==> src/rtl/commit_arbiter.sv <==
// rtl/commit_arbiter.sv - round-robin merge of execute-unit results into one registered commit port
// Also keeps retired-instruction and retired-thread counters for the CSR unit.
module commit_arbiter #(
  parameter int NUM_REQS    = 5,
  parameter int NUM_THREADS = 4,
  parameter int NW_BITS     = 2,
  parameter int NR_BITS     = 5,
  parameter int REQ_BITS    = 3
) (
  input  logic                            clk,
  input  logic                            reset,
  input  logic [NUM_REQS-1:0]             req_valid,
  output logic [NUM_REQS-1:0]             req_ready,
  input  logic [NUM_REQS*NW_BITS-1:0]     req_wid,
  input  logic [NUM_REQS*NUM_THREADS-1:0] req_tmask,
  input  logic [NUM_REQS*32-1:0]          req_PC,
  input  logic [NUM_REQS*NR_BITS-1:0]     req_rd,
  input  logic [NUM_REQS-1:0]             req_wb,
  input  logic [NUM_REQS*NUM_THREADS*32-1:0] req_data,
  output logic                            wb_valid,
  input  logic                            wb_ready,
  output logic [NW_BITS-1:0]              wb_wid,
  output logic [NUM_THREADS-1:0]          wb_tmask,
  output logic [31:0]                     wb_PC,
  output logic [NR_BITS-1:0]              wb_rd,
  output logic                            wb_wb,
  output logic [NUM_THREADS*32-1:0]       wb_data,
  output logic [63:0]                     commit_count,
  output logic [63:0]                     commit_thread_count
);

  localparam logic [REQ_BITS:0] NUM_REQS_W = (REQ_BITS+1)'(NUM_REQS);

  logic [REQ_BITS-1:0]       rr_ptr;
  logic [REQ_BITS-1:0]       next_ptr;
  logic [REQ_BITS:0]         cand;
  logic [REQ_BITS-1:0]       grant_idx;
  logic                      grant_any;
  logic [NUM_REQS-1:0]       grant;
  logic                      stage_en;
  logic                      commit_fire;
  logic [63:0]               tmask_pop;

  logic [NW_BITS-1:0]        sel_wid;
  logic [NUM_THREADS-1:0]    sel_tmask;
  logic [31:0]               sel_PC;
  logic [NR_BITS-1:0]        sel_rd;
  logic                      sel_wb;
  logic [NUM_THREADS*32-1:0] sel_data;

  assign stage_en    = !wb_valid || wb_ready;
  assign commit_fire = wb_valid && wb_ready;
  assign req_ready   = {NUM_REQS{stage_en && !reset}} & grant;
  assign next_ptr    = (grant_idx == REQ_BITS'(NUM_REQS-1)) ? '0 : grant_idx + REQ_BITS'(1);

  // Circular priority search starting at rr_ptr; first valid requester wins.
  always_comb begin
    cand      = '0;
    grant_idx = '0;
    grant_any = 1'b0;
    grant     = '0;
    for (int k = 0; k < NUM_REQS; k++) begin
      cand = {1'b0, rr_ptr} + (REQ_BITS+1)'(k);
      if (cand >= NUM_REQS_W) cand = cand - NUM_REQS_W;
      if (!grant_any && req_valid[cand[REQ_BITS-1:0]]) begin
        grant_any = 1'b1;
        grant_idx = cand[REQ_BITS-1:0];
      end
    end
    for (int k = 0; k < NUM_REQS; k++) begin
      grant[k] = grant_any && (grant_idx == REQ_BITS'(k));
    end
  end

  always_comb begin
    sel_wid   = '0;
    sel_tmask = '0;
    sel_PC    = '0;
    sel_rd    = '0;
    sel_wb    = 1'b0;
    sel_data  = '0;
    for (int k = 0; k < NUM_REQS; k++) begin
      if (grant[k]) begin
        sel_wid   = req_wid[k*NW_BITS +: NW_BITS];
        sel_tmask = req_tmask[k*NUM_THREADS +: NUM_THREADS];
        sel_PC    = req_PC[k*32 +: 32];
        sel_rd    = req_rd[k*NR_BITS +: NR_BITS];
        sel_wb    = req_wb[k];
        sel_data  = req_data[k*NUM_THREADS*32 +: NUM_THREADS*32];
      end
    end
  end

  always_comb begin
    tmask_pop = '0;
    for (int t = 0; t < NUM_THREADS; t++) begin
      tmask_pop = tmask_pop + 64'(wb_tmask[t]);
    end
  end

  always_ff @(posedge clk or posedge reset) begin
    if (reset) begin
      wb_valid            <= 1'b0;
      wb_wid              <= '0;
      wb_tmask            <= '0;
      wb_PC               <= '0;
      wb_rd               <= '0;
      wb_wb               <= 1'b0;
      wb_data             <= '0;
      rr_ptr              <= '0;
      commit_count        <= '0;
      commit_thread_count <= '0;
    end else begin
      if (stage_en) begin
        wb_valid <= grant_any;
        if (grant_any) begin
          wb_wid   <= sel_wid;
          wb_tmask <= sel_tmask;
          wb_PC    <= sel_PC;
          wb_rd    <= sel_rd;
          wb_wb    <= sel_wb;
          wb_data  <= sel_data;
          rr_ptr   <= next_ptr;
        end
      end
      if (commit_fire) begin
        commit_count        <= commit_count + 64'd1;
        commit_thread_count <= commit_thread_count + tmask_pop;
      end
    end
  end

endmodule

==> config.mk <==
export PLATFORM = sky130hd
export DESIGN_NAME = commit_arbiter
export DESIGN_NICKNAME = d
export VERILOG_FILES = /design/src/rtl/commit_arbiter.sv
export SDC_FILE = /design/constraint.sdc
export NUM_CORES = 1
export LEC_CHECK = 0
export ABC_AREA = 1
export BUFFER_PORTS_ARGS = -buffer_cell sky130_fd_sc_hd__buf_2
export CAP_MARGIN = 10
export CORE_AREA = 2 2 457 459
export DETAILED_ROUTE_END_ITERATION = 6
export DIE_AREA = 0 0 459 461
export PLACE_DENSITY = 0.4
export SKIP_CTS_REPAIR_TIMING = 1
export SLEW_MARGIN = 20
export SYNTH_ARGS = -nofsm -noshare
export SYNTH_HDL_FRONTEND = slang
export SYNTH_SLANG_ARGS = --single-unit
==> constraint.sdc <==
create_clock -name clk -period 24.5 [get_ports clk]
set_clock_uncertainty 0.15 [all_clocks]
set_input_delay 0 -clock clk [delete_from_list [all_inputs] [get_ports clk]]
set_output_delay 0 -clock clk [all_outputs]
set_load 0.02 [all_outputs]
# After elaboration in Yosys (flattened, before gate mapping)
# Cells that the tools add are included.
# W data, S select, Z words.
dict set report op_classes {
  n_reduce_logical 20
  n_mux 56
  bitwise_logic 1
  n_eq_ne 4
  order_cmp 10
  addsub 15
}
# op count
set op_table {}
lappend op_table {{$mux W128} 5}
lappend op_table {{$mux W32} 5}
lappend op_table {{$add A64 B1 Y64 const B} 1}
lappend op_table {{$add A64 B4 Y64} 1}
lappend op_table {{$mux W3} 11}
lappend op_table {{$mux W5} 5}
lappend op_table {{$lt A3 B4 Y1 const B} 5}
lappend op_table {{$mux W4} 5}
lappend op_table {{$ge A4 B3 Y1 const B} 4}
lappend op_table {{$bmux W1 S3} 5}
lappend op_table {{$mux W1} 15}
lappend op_table {{$sub A3 B3 Y3 const B} 5}
lappend op_table {{$logic_and A1 B1 Y1} 11}
lappend op_table {{$mux W2} 5}
lappend op_table {{$add A3 B2 Y4 const B} 2}
lappend op_table {{$eq A3 B2 Y1 const B} 2}
lappend op_table {{$logic_not A1 Y1} 6}
lappend op_table {{$and A5 B5 Y5} 1}
lappend op_table {{$add A3 B1 Y4} 1}
lappend op_table {{$add A3 B1 Y4 const B} 1}
lappend op_table {{$add A3 B3 Y4 const B} 1}
lappend op_table {{$add A2 B1 Y3} 1}
lappend op_table {{$add A3 B1 Y3 const B} 1}
lappend op_table {{$eq A3 B1 Y1 const B} 1}
lappend op_table {{other kinds (6)} 6}
dict set report word_totals {
  out_inout_bits 306
  wordCells 116
  in_bits 868
  regBits 304
}

# Longest topological paths before layout
# Gate-level depths: netlist of the first run.
dict set report logic_depth {
  ltp_word 24
  depth_mapped 32
  ltp_nobuf 29
}

# Worst setup path after synthesis of the first run
# Ideal clock, no wire load.
dict set report synth_path {
  path_kind {input to output}
  from {input reset}
  to {output req_ready[0]}
  setup_slack_ns 16.212
  t_arrival_ns 8.138
  path_stages 3
  required_time_ns 24.350
  n_path_buf 0
  cell_sequence {inv_1 nand2_1 nor4_1}
}
dict set report synth_between {
  elab_chain_len 3
}
# element line
set synth_lines {}
lappend synth_lines {{start, declared} 11} ;# input logic reset,
lappend synth_lines {{$logic_not A1 Y1 (no source line)} --}
lappend synth_lines {{$logic_and A1 B1 Y1} 53} ;# assign req_ready = {NUM_REQS{stage_en && !reset}} & grant;
lappend synth_lines {{$and A5 B5 Y5} 53}
lappend synth_lines {{end, declared} 13} ;# output logic [NUM_REQS-1:0] req_ready,
# Every way passes these cells.

# Final worst setup path of the first run
dict set report layout_path {
  from {register rr_ptr[0]}
  to {register wb_tmask[0]}
}
dict set report layout_between {
  elab_chain_len 24
  elab_cells_between_ends 63
  cone_classes {9 x add/sub; 5 x order compare; 4 x eq/ne; 30 x mux; 15 x reduce/logical}
}
# element line
set layout_lines {}
lappend layout_lines {{start, declared} 34} ;# logic [REQ_BITS-1:0] rr_ptr;
lappend layout_lines {{start signal, assigned} 123} ;# rr_ptr <= next_ptr;
lappend layout_lines {{parallel branches: the longest is 24 deep, another holds $add A3 B1 Y4} --}
lappend layout_lines {{end signal, assigned} 118} ;# wb_tmask <= sel_tmask;
lappend layout_lines {{end, declared} 23} ;# output logic [NUM_THREADS-1:0] wb_tmask,
# Parallel ways; which one is timed is not known. The select of a mux whose other input is x is not followed.
# A chain may end at the register's enable or synchronous reset.

==> results.py, run 1 <==
metrics = {
    "yosys": {
        "synth-seq-cells": 304,
        "synth_async_sr_flop_share_pct": 100,
        "syn_inst": 4225,
        "avgSynthCellArea_um2": 5.96,
        "sequential_to_total_area_share_from_yosys_stat_pct": 30.2,
        "synth-warning-count": 0,
        "ys_dominant_reg_cell": "sky130_fd_sc_hd__dfrtp_1",
        "yosysUniqueCellTypes": 45,
        "synth_area_mm2": 0.0252,
        "synth-edff-count": 0,
        "postSynthNetCount": 5112,
    },
    "clock_tree": {
        "numCtsBuffers": 46,
        "h-tree-depth": 2,
        "clk_transition_reported_paths_ns": 0.06,
        "clock_sinks": 304,
        "max-clock-path-buffers": 3,
        "clock_tree_from_tritoncts": "done",
        "clock_latency_ns": 0.66,
        "clock-root-buffer": "sky130_fd_sc_hd__clkbuf_16",
    },
    "sta": {
        "grt_setup_unrepaired": "no",
        "relSlewSlack_pct": 26.4,
        "final-max-slew-violation-count": 0,
        "fmax_mhz": 123,
        "period_minus_slack_ns": 8.13,
        "hold_violations": 0,
        "fin_setup_tns_ns": 0,
        "worst_slew_pin_slew_ns": 1.10,
        "final_min_period_over_clock_period_pct": 33.2,
        "setup_viol": 0,
    },
    "critical_path": {
        "worst_path_largest_cell_delay_ns": 0.82,
        "worst-endpoint-arrival_ns": 8.56,
        "cp_most_frequent_cell": "sky130_fd_sc_hd__nand2_1",
        "worstPathRequired_ns": 24.93,
        "path_max_fanout": 59,
        "worst_path_max_delay_cell": "sky130_fd_sc_hd__buf_4",
        "worstSetupPathType": "reg -> reg",
        "crit_path_start_kind": "register",
        "worstSetupEndpointType": "register",
    },
    "outcome": {
        "violations": "design-rule violations",
        "result_of_the_run": "finished with violations",
    },
    "detailed_routing": {
        "drt-total-wl_um": 183000,
        "ant_nets": 0,
        "routed_wire_length_per_instance_um": 21.7,
        "drc": 1,
        "drt-pass1-iter-count": 7,
        "detail_route.iter0.violations": 2334,
        "avgViaCountPerCell": 4.03,
        "dr_total_vias": 33900,
    },
    "floorplan": {
        "initial_core_util_pct": 12.2,
        "rows": 167,
        "die_h_um": 461,
        "floorplan.die_area_mm2": 0.212,
        "placeableCoreArea_mm2": 0.206,
        "boundaryPins": 1174,
        "dieWidth_um": 459,
    },
    "finish": {
        "drive_gt1_share_pct": 23.3,
        "nets": 6539,
        "area_growth_pct": 57.5,
        "final_cell_mix": "sky130_fd_sc_hd__nand2_1, sky130_fd_sc_hd__buf_2, sky130_fd_sc_hd__inv_1",
        "layout_commonest_cell": "sky130_fd_sc_hd__nand2_1",
    },
    "hold_path": {
        "holdCritPathClass": "in -> reg",
    },
    "global_route": {
        "grt_antenna_before_repair": 58,
        "largest_net_degree_at_the_start_of_global_routing": 159,
        "grt_pass1_vias": 31900,
        "grt_pass1_wl_um": 246000,
        "grt_usage_pct": 16.2,
        "global_route.overflow_total": 0,
    },
    "placement": {
        "io_buffers": 1173,
        "gp_congestion": 0.924,
        "post-dp-hpwl_um": 140000,
    },
    "run": {
        "cap_violations": 0,
    },
}
==> Yosys cell counts (2+ instances only) <==
library cell | n | share of area, %
sky130_fd_sc_hd__nand3_1 | 752 | 15
sky130_fd_sc_hd__nand4_1 | 31 | 0.77
sky130_fd_sc_hd__fa_1 | 4 | 0.32
sky130_fd_sc_hd__nor2_4 | 3 | 0.13
sky130_fd_sc_hd__nand3_2 | 5 | 0.20
sky130_fd_sc_hd__ha_1 | 15 | 0.75
sky130_fd_sc_hd__xnor2_1 | 58 | 2.0
sky130_fd_sc_hd__o21ai_0 | 40 | 0.80
sky130_fd_sc_hd__inv_2 | 12 | 0.18
sky130_fd_sc_hd__xor2_2 | 2 | 0.13
sky130_fd_sc_hd__nor2_1 | 261 | 3.9
sky130_fd_sc_hd__o21ai_1 | 149 | 3.0
sky130_fd_sc_hd__nor3_1 | 29 | 0.58
sky130_fd_sc_hd__nand3b_1 | 3 | 0.089
sky130_fd_sc_hd__buf_4 | 13 | 0.39
sky130_fd_sc_hd__nor2_2 | 3 | 0.075
sky130_fd_sc_hd__a31oi_1 | 2 | 0.050
sky130_fd_sc_hd__buf_2 | 129 | 2.6
sky130_fd_sc_hd__nor4_1 | 14 | 0.35
sky130_fd_sc_hd__nand2_2 | 5 | 0.12
sky130_fd_sc_hd__a21oi_1 | 179 | 3.6
sky130_fd_sc_hd__dfrtp_1 | 304 | 30
sky130_fd_sc_hd__clkbuf_1 | 117 | 1.7
sky130_fd_sc_hd__buf_1 | 3 | 0.045
sky130_fd_sc_hd__inv_1 | 781 | 12
sky130_fd_sc_hd__buf_6 | 5 | 0.22
sky130_fd_sc_hd__nor3_2 | 3 | 0.12
sky130_fd_sc_hd__xor2_1 | 68 | 2.4
sky130_fd_sc_hd__nand2_1 | 1219 | 18
==> final cells by class <==
type                            count  area, um2
Antenna cell                       36       90.1
Clock buffer                       66       1320
Clock inverter                     16        279
Fill cell                       24100     167000
Inverter                          795       3030
Multi-Input combinational cell   2859      13400
Sequential cell                   304       7610
Tap cell                         2704       3380
Timing Repair Buffer             1646      10600
==> per-stage QoR <==
stage          hold WS, ns  instances  util, %  setup slack, ns  area [um2]
2_1_floorplan       0.0372       4225        -            15.93       25200
3_3_place_gp       -0.0702       7870     16.3            17.37       33600
3_5_place_dp       -0.0721       7870     16.3            17.35       33600
4_1_cts             -0.823       7952     17.0            17.27       35200
5_1_grt             0.0300       8404     19.2            15.78       39600
6_report            0.0532       8426     19.2            16.37       39600
==> cells by family after synthesis <==
| group | count (synthesis) | share of synthesized area [%] |
|---|---|---|
| AOI/OAI and AO/OA | 377 | 7.60 |
| buffers and inverters | 1062 | 16.8 |
| DFF | 304 | 30.2 |
| xor gates and xnor gates | 128 | 4.51 |
| adders and majority gates | 19 | 1.06 |
| and+or+nand+nor | 2335 | 39.8 |
==> per-layer routing <==
layer  up-vias  global-route usage [%]  share of wire (%)
met4        22                    6.50                4.4
met5         -                       0              0.079
li1      15900                       -                  -
met3       298                    5.22                8.9
met2      1521                    27.2                 47
met1     16200                    19.0                 40
==> sequential cells by signal, indices dropped and copies added, names as in the netlist <==
signal	cells
commit_count	64
wb_valid	1
wb_data	128
wb_wid	2
wb_tmask	4
commit_thread_count	64
wb_rd	5
wb_wb	1
rr_ptr	3
wb_PC	32
==> worst paths after layout <==
kind                       depth (start not counted)               end  slack (ns)        startpoint
setup / recovery                                  29       wb_tmask[0]       16.37         rr_ptr[0]
hold / removal                                     6       wb_data[53]        0.05     req_data[565]
setup reg to reg                                  29       wb_tmask[0]       16.37         rr_ptr[0]
hold reg to reg                                    1  commit_count[63]        0.32  commit_count[63]
max in group asynchronous                          7       wb_data[34]       20.85             reset
min in group asynchronous                          4  commit_count[23]        0.40             reset
==> worst max-delay path: cells and delay by family (launching register included) <==
kind,cells,cell delay [ns]
buffers and inverters,8,3.53
AND/OR/NAND/NOR,13,1.34
AO/OA/AOI/OAI,5,1.20
adder cells (fa/ha/maj),3,1.08
flip-flops,1,0.61
Power of run 1 is left out: the tool's default activity adds up to more than one toggle a clock period on the data nets, which glitch-free logic cannot reach.
==> inputs of run 2 (changes only) <==
- clock period: 24.5 -> 7.5 ns (I/O delays scaled with it)
==> run 2 against run 1 <==
Net effect:
- the run now ends clean
- register-to-register slack got worse by 16 ns
- critical path depth decreased by 1
- via count down 0.76%
- final cell count is 0.11% lower
- global-route usage about the same
- maximum frequency grew 18%
- setup slack worse by 16 ns
- highest routed layer unchanged
==> results.py, run 2 (synthesis gave the netlist of run 1 again) <==
metrics = {
    "finish": {
        "nets": 6554,
        "area_growth_pct": 58.0,
        "final_cell_mix": "sky130_fd_sc_hd__nand2_1, sky130_fd_sc_hd__buf_2, sky130_fd_sc_hd__inv_1",
        "top_register": "wb_data",
        "layout_commonest_cell": "sky130_fd_sc_hd__nand2_1",
        "reg.largest.list": "wb_data x128, commit_count x64, commit_thread_count x64",
        "seq_area_mm2": 0.00761,
        "layout.filler_cells": 24100,
        "largest_reg_flops": 128,
        "post_route_cell_area_mm2": 0.0398,
        "area_of_combinational_cells_with_multiple_inputs_mm2": 0.0134,
        "drive_gt1_share_pct": 23.6,
    },
    "critical_path": {
        "reg_to_reg_startpoint": "rr_ptr[0]",
        "r2r_slack_ns": 0.59,
        "worstPathRequired_ns": 7.93,
        "crit_buf_inv": 7,
        "cp_most_frequent_cell": "sky130_fd_sc_hd__nand2_1",
        "worstRegToRegCells": 28,
        "cp_top_family": "buffers and inverters",
        "timing.rr.end": "wb_PC[12]",
        "worst_path_largest_cell_delay_ns": 0.76,
        "worst_path_max_delay_cell": "sky130_fd_sc_hd__buf_4",
        "path_max_fanout": 112,
        "crit_path_start_kind": "register",
        "worstSetupPathType": "reg -> reg",
        "worst-endpoint-arrival_ns": 7.34,
        "worstSetupEndpointType": "register",
    },
    "sta": {
        "fin_setup_tns_ns": 0,
        "relSlewSlack_pct": 16.5,
        "grt_setup_unrepaired": "no",
        "hold_violations": 0,
        "period_minus_slack_ns": 6.91,
        "fmax_mhz": 145,
        "worst_slew_pin_slew_ns": 1.24,
        "final-max-slew-violation-count": 0,
        "setup_viol": 0,
        "final_min_period_over_clock_period_pct": 92.1,
    },
    "global_route": {
        "largest_net_degree_at_the_start_of_global_routing": 142,
        "grt_pass1_vias": 31500,
        "grt_antenna_before_repair": 55,
        "global_route.overflow_total": 0,
        "met2_usage_pct": 27.3,
        "groute.layer.met1.usage_pct": 18.8,
        "globalRouteMet3Util_pct": 5.54,
        "grt_pass1_wl_um": 244000,
        "grt_usage_pct": 16.2,
        "gr-max-usage-layer": "met2",
    },
    "placement": {
        "post-dp-hpwl_um": 142000,
        "detailed_place.area_mm2": 0.0338,
        "io_buffers": 1173,
        "gp_congestion": 0.950,
    },
    "clock_tree": {
        "clock_sinks": 304,
        "clock-root-buffer": "sky130_fd_sc_hd__clkbuf_16",
        "clock_latency_ns": 0.69,
        "clk_transition_reported_paths_ns": 0.06,
        "max-clock-path-buffers": 3,
        "h-tree-depth": 2,
        "clock_tree_from_tritoncts": "done",
        "numCtsBuffers": 46,
    },
    "floorplan": {
        "initial_core_util_pct": 12.2,
        "floorplan.die_area_mm2": 0.212,
        "rows": 167,
        "boundaryPins": 1174,
        "dieWidth_um": 459,
        "die_h_um": 461,
        "placeableCoreArea_mm2": 0.206,
    },
    "hold_path": {
        "timing.hold.worst_endpoint": "wb_data[2]",
        "hold_start": "req_data[386]",
        "holdCritPathClass": "in -> reg",
        "timing.hold.worst_path_depth": 6,
    },
    "detailed_routing": {
        "drc": 0,
        "drt-pass1-iter-count": 6,
        "detail_route.iter0.violations": 2425,
        "avgViaCountPerCell": 4.00,
        "ant_nets": 0,
        "drt-total-wl_um": 183000,
        "dr_total_vias": 33700,
        "routed_wire_length_per_instance_um": 21.7,
    },
    "outcome": {
        "result_of_the_run": "finished, final reports clean",
    },
    "run": {
        "cap_violations": 0,
    },
}
==> run 2: cell count changes in the layout (fill, tap and decap cells not counted), moves of 2 or more <==
cell                            delta
sky130_fd_sc_hd__diode_2          -22
sky130_fd_sc_hd__buf_4            +11
sky130_fd_sc_hd__buf_12            +9
sky130_fd_sc_hd__dlygate4sd3_1     -5
sky130_fd_sc_hd__clkbuf_1          -3
sky130_fd_sc_hd__clkinvlp_4        +2
sky130_fd_sc_hd__inv_6             +2
==> run 2: cell type report <==
| cell class | count | area share (%) |
|---|---|---|
| Clock inverter | 17 | 0.705 |
| Tap cell | 2704 | 8.51 |
| Inverter | 795 | 7.61 |
| Timing Repair Buffer | 1661 | 27.1 |
| Antenna cell | 14 | 0.0881 |
| Multi-Input combinational cell | 2859 | 33.6 |
| Clock buffer | 63 | 3.28 |
| Sequential cell | 304 | 19.1 |
==> run 2: worst max-delay path by stage <==
stage,start,end,cells after the start
3_5_place_dp,rr_ptr[0],wb_data[98],26
2_1_floorplan,reset,req_ready[0],3
4_1_cts,rr_ptr[0],req_ready[2],22
3_3_place_gp,rr_ptr[0],wb_tmask[2],28
5_1_grt,rr_ptr[0],wb_wid[1],29
6_report,rr_ptr[0],wb_PC[12],28
==> run 2: worst register-to-register path, delay by kind of cell, from the launching register on <==
kind | cells | cell delay, ns
buffers and inverters | 7 | 2.79
and+or+nand+nor | 13 | 1.34
adders and majority gates | 3 | 0.82
AOI/OAI and AO/OA | 5 | 1.18
DFF | 1 | 0.59
==> run 2: stage by stage <==
| stage | setup slack, ns | hold WS [ns] | utilization [%] | instances |
|---|---|---|---|---|
| 2_1_floorplan | 2.03 | 0.0372 | - | 4225 |
| 5_1_grt | 0.0491 | 0.000947 | 19.3 | 8410 |
| 3_5_place_dp | 1.60 | 0.101 | 16.4 | 7890 |
| 3_3_place_gp | 1.62 | 0.0990 | 16.4 | 7890 |
| 6_report | 0.591 | 0.0263 | 19.3 | 8417 |
| 4_1_cts | 1.25 | -0.681 | 17.1 | 7970 |
==> run 2: routing by layer <==
| metal | routed length, um | vias to the layer above | part of all wire [%] |
|---|---|---|---|
| met3 | 16900 | 279 | 9.2 |
| li1 | - | 15900 | - |
| met5 | 186 | - | 0.10 |
| met1 | 71400 | 16000 | 39 |
| met4 | 7440 | 30 | 4.1 |
| met2 | 86800 | 1460 | 48 |
Power of run 2 is left out for the same reason.
==> inputs of run 3 (changes only) <==
- CTS_BUF_LIST: default -> sky130_fd_sc_hd__clkbuf_4 sky130_fd_sc_hd__clkbuf_8 sky130_fd_sc_hd__clkbuf_16
==> run 3 against run 2 <==
Net effect:
- utilization is essentially flat
- flip-flop and latch count is the same
- via count shrank 0.31%
- first-iteration DRC count grew 0.74%
- final cell count is essentially flat
- design area is essentially flat
- non-clock buffer count is the same
- maximum frequency shrank 0.28%
- critical path depth is the same
- setup slack lost 0.019 ns
- hold slack gained 0.0011 ns
- largest cell class unchanged
- die area is the same
==> results.py, run 3 (synthesis gave the netlist of run 1 again) <==
metrics = {
    "floorplan": {
        "boundaryPins": 1174,
        "initial_core_util_pct": 12.2,
        "rows": 167,
        "floorplan.die_area_mm2": 0.212,
        "placeableCoreArea_mm2": 0.206,
        "die_h_um": 461,
        "dieWidth_um": 459,
    },
    "clock_tree": {
        "clock_tree_from_tritoncts": "done",
        "numCtsBuffers": 46,
        "clock_latency_ns": 0.69,
        "max-clock-path-buffers": 3,
        "clock-root-buffer": "sky130_fd_sc_hd__clkbuf_16",
        "clock_sinks": 304,
        "clk_transition_reported_paths_ns": 0.06,
        "h-tree-depth": 2,
    },
    "sta": {
        "final-max-slew-violation-count": 0,
        "final_min_period_over_clock_period_pct": 92.4,
        "grt_setup_unrepaired": "no",
        "worst_slew_pin_slew_ns": 1.25,
        "setup_viol": 0,
        "relSlewSlack_pct": 16.1,
        "fin_setup_tns_ns": 0,
        "period_minus_slack_ns": 6.93,
        "fmax_mhz": 144,
        "hold_violations": 0,
    },
    "global_route": {
        "grt_pass1_vias": 31500,
        "grt_usage_pct": 16.2,
        "grt_pass1_wl_um": 244000,
        "global_route.overflow_total": 0,
        "largest_net_degree_at_the_start_of_global_routing": 142,
        "grt_antenna_before_repair": 55,
    },
    "detailed_routing": {
        "detail_route.iter0.violations": 2443,
        "routed_wire_length_per_instance_um": 21.7,
        "drt-pass1-iter-count": 5,
        "dr_total_vias": 33600,
        "ant_nets": 0,
        "avgViaCountPerCell": 3.99,
        "drc": 0,
        "drt-total-wl_um": 183000,
    },
    "critical_path": {
        "timing.rr.end": "wb_PC[12]",
        "path_max_fanout": 112,
        "worstPathRequired_ns": 7.93,
        "worstSetupPathType": "reg -> reg",
        "reg_to_reg_startpoint": "rr_ptr[0]",
        "worst_path_largest_cell_delay_ns": 0.75,
        "worstSetupEndpointType": "register",
        "worst-endpoint-arrival_ns": 7.36,
        "cp_most_frequent_cell": "sky130_fd_sc_hd__nand2_1",
        "worstRegToRegCells": 28,
        "worst_path_max_delay_cell": "sky130_fd_sc_hd__buf_4",
        "crit_path_start": "rr_ptr[0]",
        "r2r_slack_ns": 0.57,
        "crit_path_start_kind": "register",
    },
    "placement": {
        "post-dp-hpwl_um": 142000,
        "gp_congestion": 0.950,
        "io_buffers": 1173,
    },
    "hold_path": {
        "holdCritPathClass": "in -> reg",
        "timing.hold.worst_path_depth": 6,
        "timing.hold.worst_endpoint": "wb_data[2]",
        "hold_start": "req_data[386]",
    },
    "finish": {
        "top_register": "wb_data",
        "drive_gt1_share_pct": 23.8,
        "largest_reg_flops": 128,
        "reg.largest.list": "wb_data x128, commit_count x64, commit_thread_count x64",
        "layout_commonest_cell": "sky130_fd_sc_hd__nand2_1",
        "area_growth_pct": 58.2,
        "nets": 6554,
        "final_cell_mix": "sky130_fd_sc_hd__nand2_1, sky130_fd_sc_hd__buf_2, sky130_fd_sc_hd__inv_1",
    },
    "run": {
        "cap_violations": 0,
    },
    "outcome": {
        "result_of_the_run": "finished, final reports clean",
    },
}
## run 3: cell types whose count changed in the layout (fill, tap and decap cells not counted), sizes merged
| cell | delta |
|---|---|
| diode | +1 |
## run 3: worst max-delay path: cells and delay by family, from the launching register on
family / cells / cell delay [ns]
AO/OA/AOI/OAI: 5 / 1.18
adder cells (fa/ha/maj): 3 / 0.82
buffers and inverters: 7 / 2.71
flip-flops: 1 / 0.59
AND/OR/NAND/NOR: 13 / 1.24
## run 3: layout make-up
cell class                 instances  area (um2)
sequential                       304        7610
clock inverter                    17         280
fill                           24100      167000
multi-input combinational       2859       13400
tap                             2704        3380
clock buffer                      63        1340
timing repair buffer            1661       10800
inverter                         795        3030
antenna                           15        37.5
## run 3: how the worst max path moves through the flow
stage | to | cells after the start
final | wb_PC[12] | 28
after detailed placement | wb_data[98] | 26
after global routing | wb_wid[1] | 29
after global placement | wb_tmask[2] | 28
after floorplan | req_ready[0] | 3
after CTS | req_ready[2] | 22
## run 3: layer usage
layer	global-route usage (%)	up-vias	share of wire (%)
li1	-	15900	-
met1	18.8	15900	39
met2	27.3	1436	47
met3	5.54	264	8.9
met4	6.10	30	4.1
met5	0	-	0.10
## run 3: stage by stage
stage	cell area, um2	setup slack, ns	hold WS, ns	util [%]	std cells
detailed placement	33800	1.60	0.101	16.4	7890
floorplan	25200	2.03	0.0372	-	4225
global placement	33800	1.62	0.0990	16.4	7890
CTS	35400	1.25	-0.681	17.2	7970
global route	39800	0.0491	0.000947	19.3	8410
finish	39800	0.572	0.0274	19.3	8418
Power of run 3 is left out for the same reason.
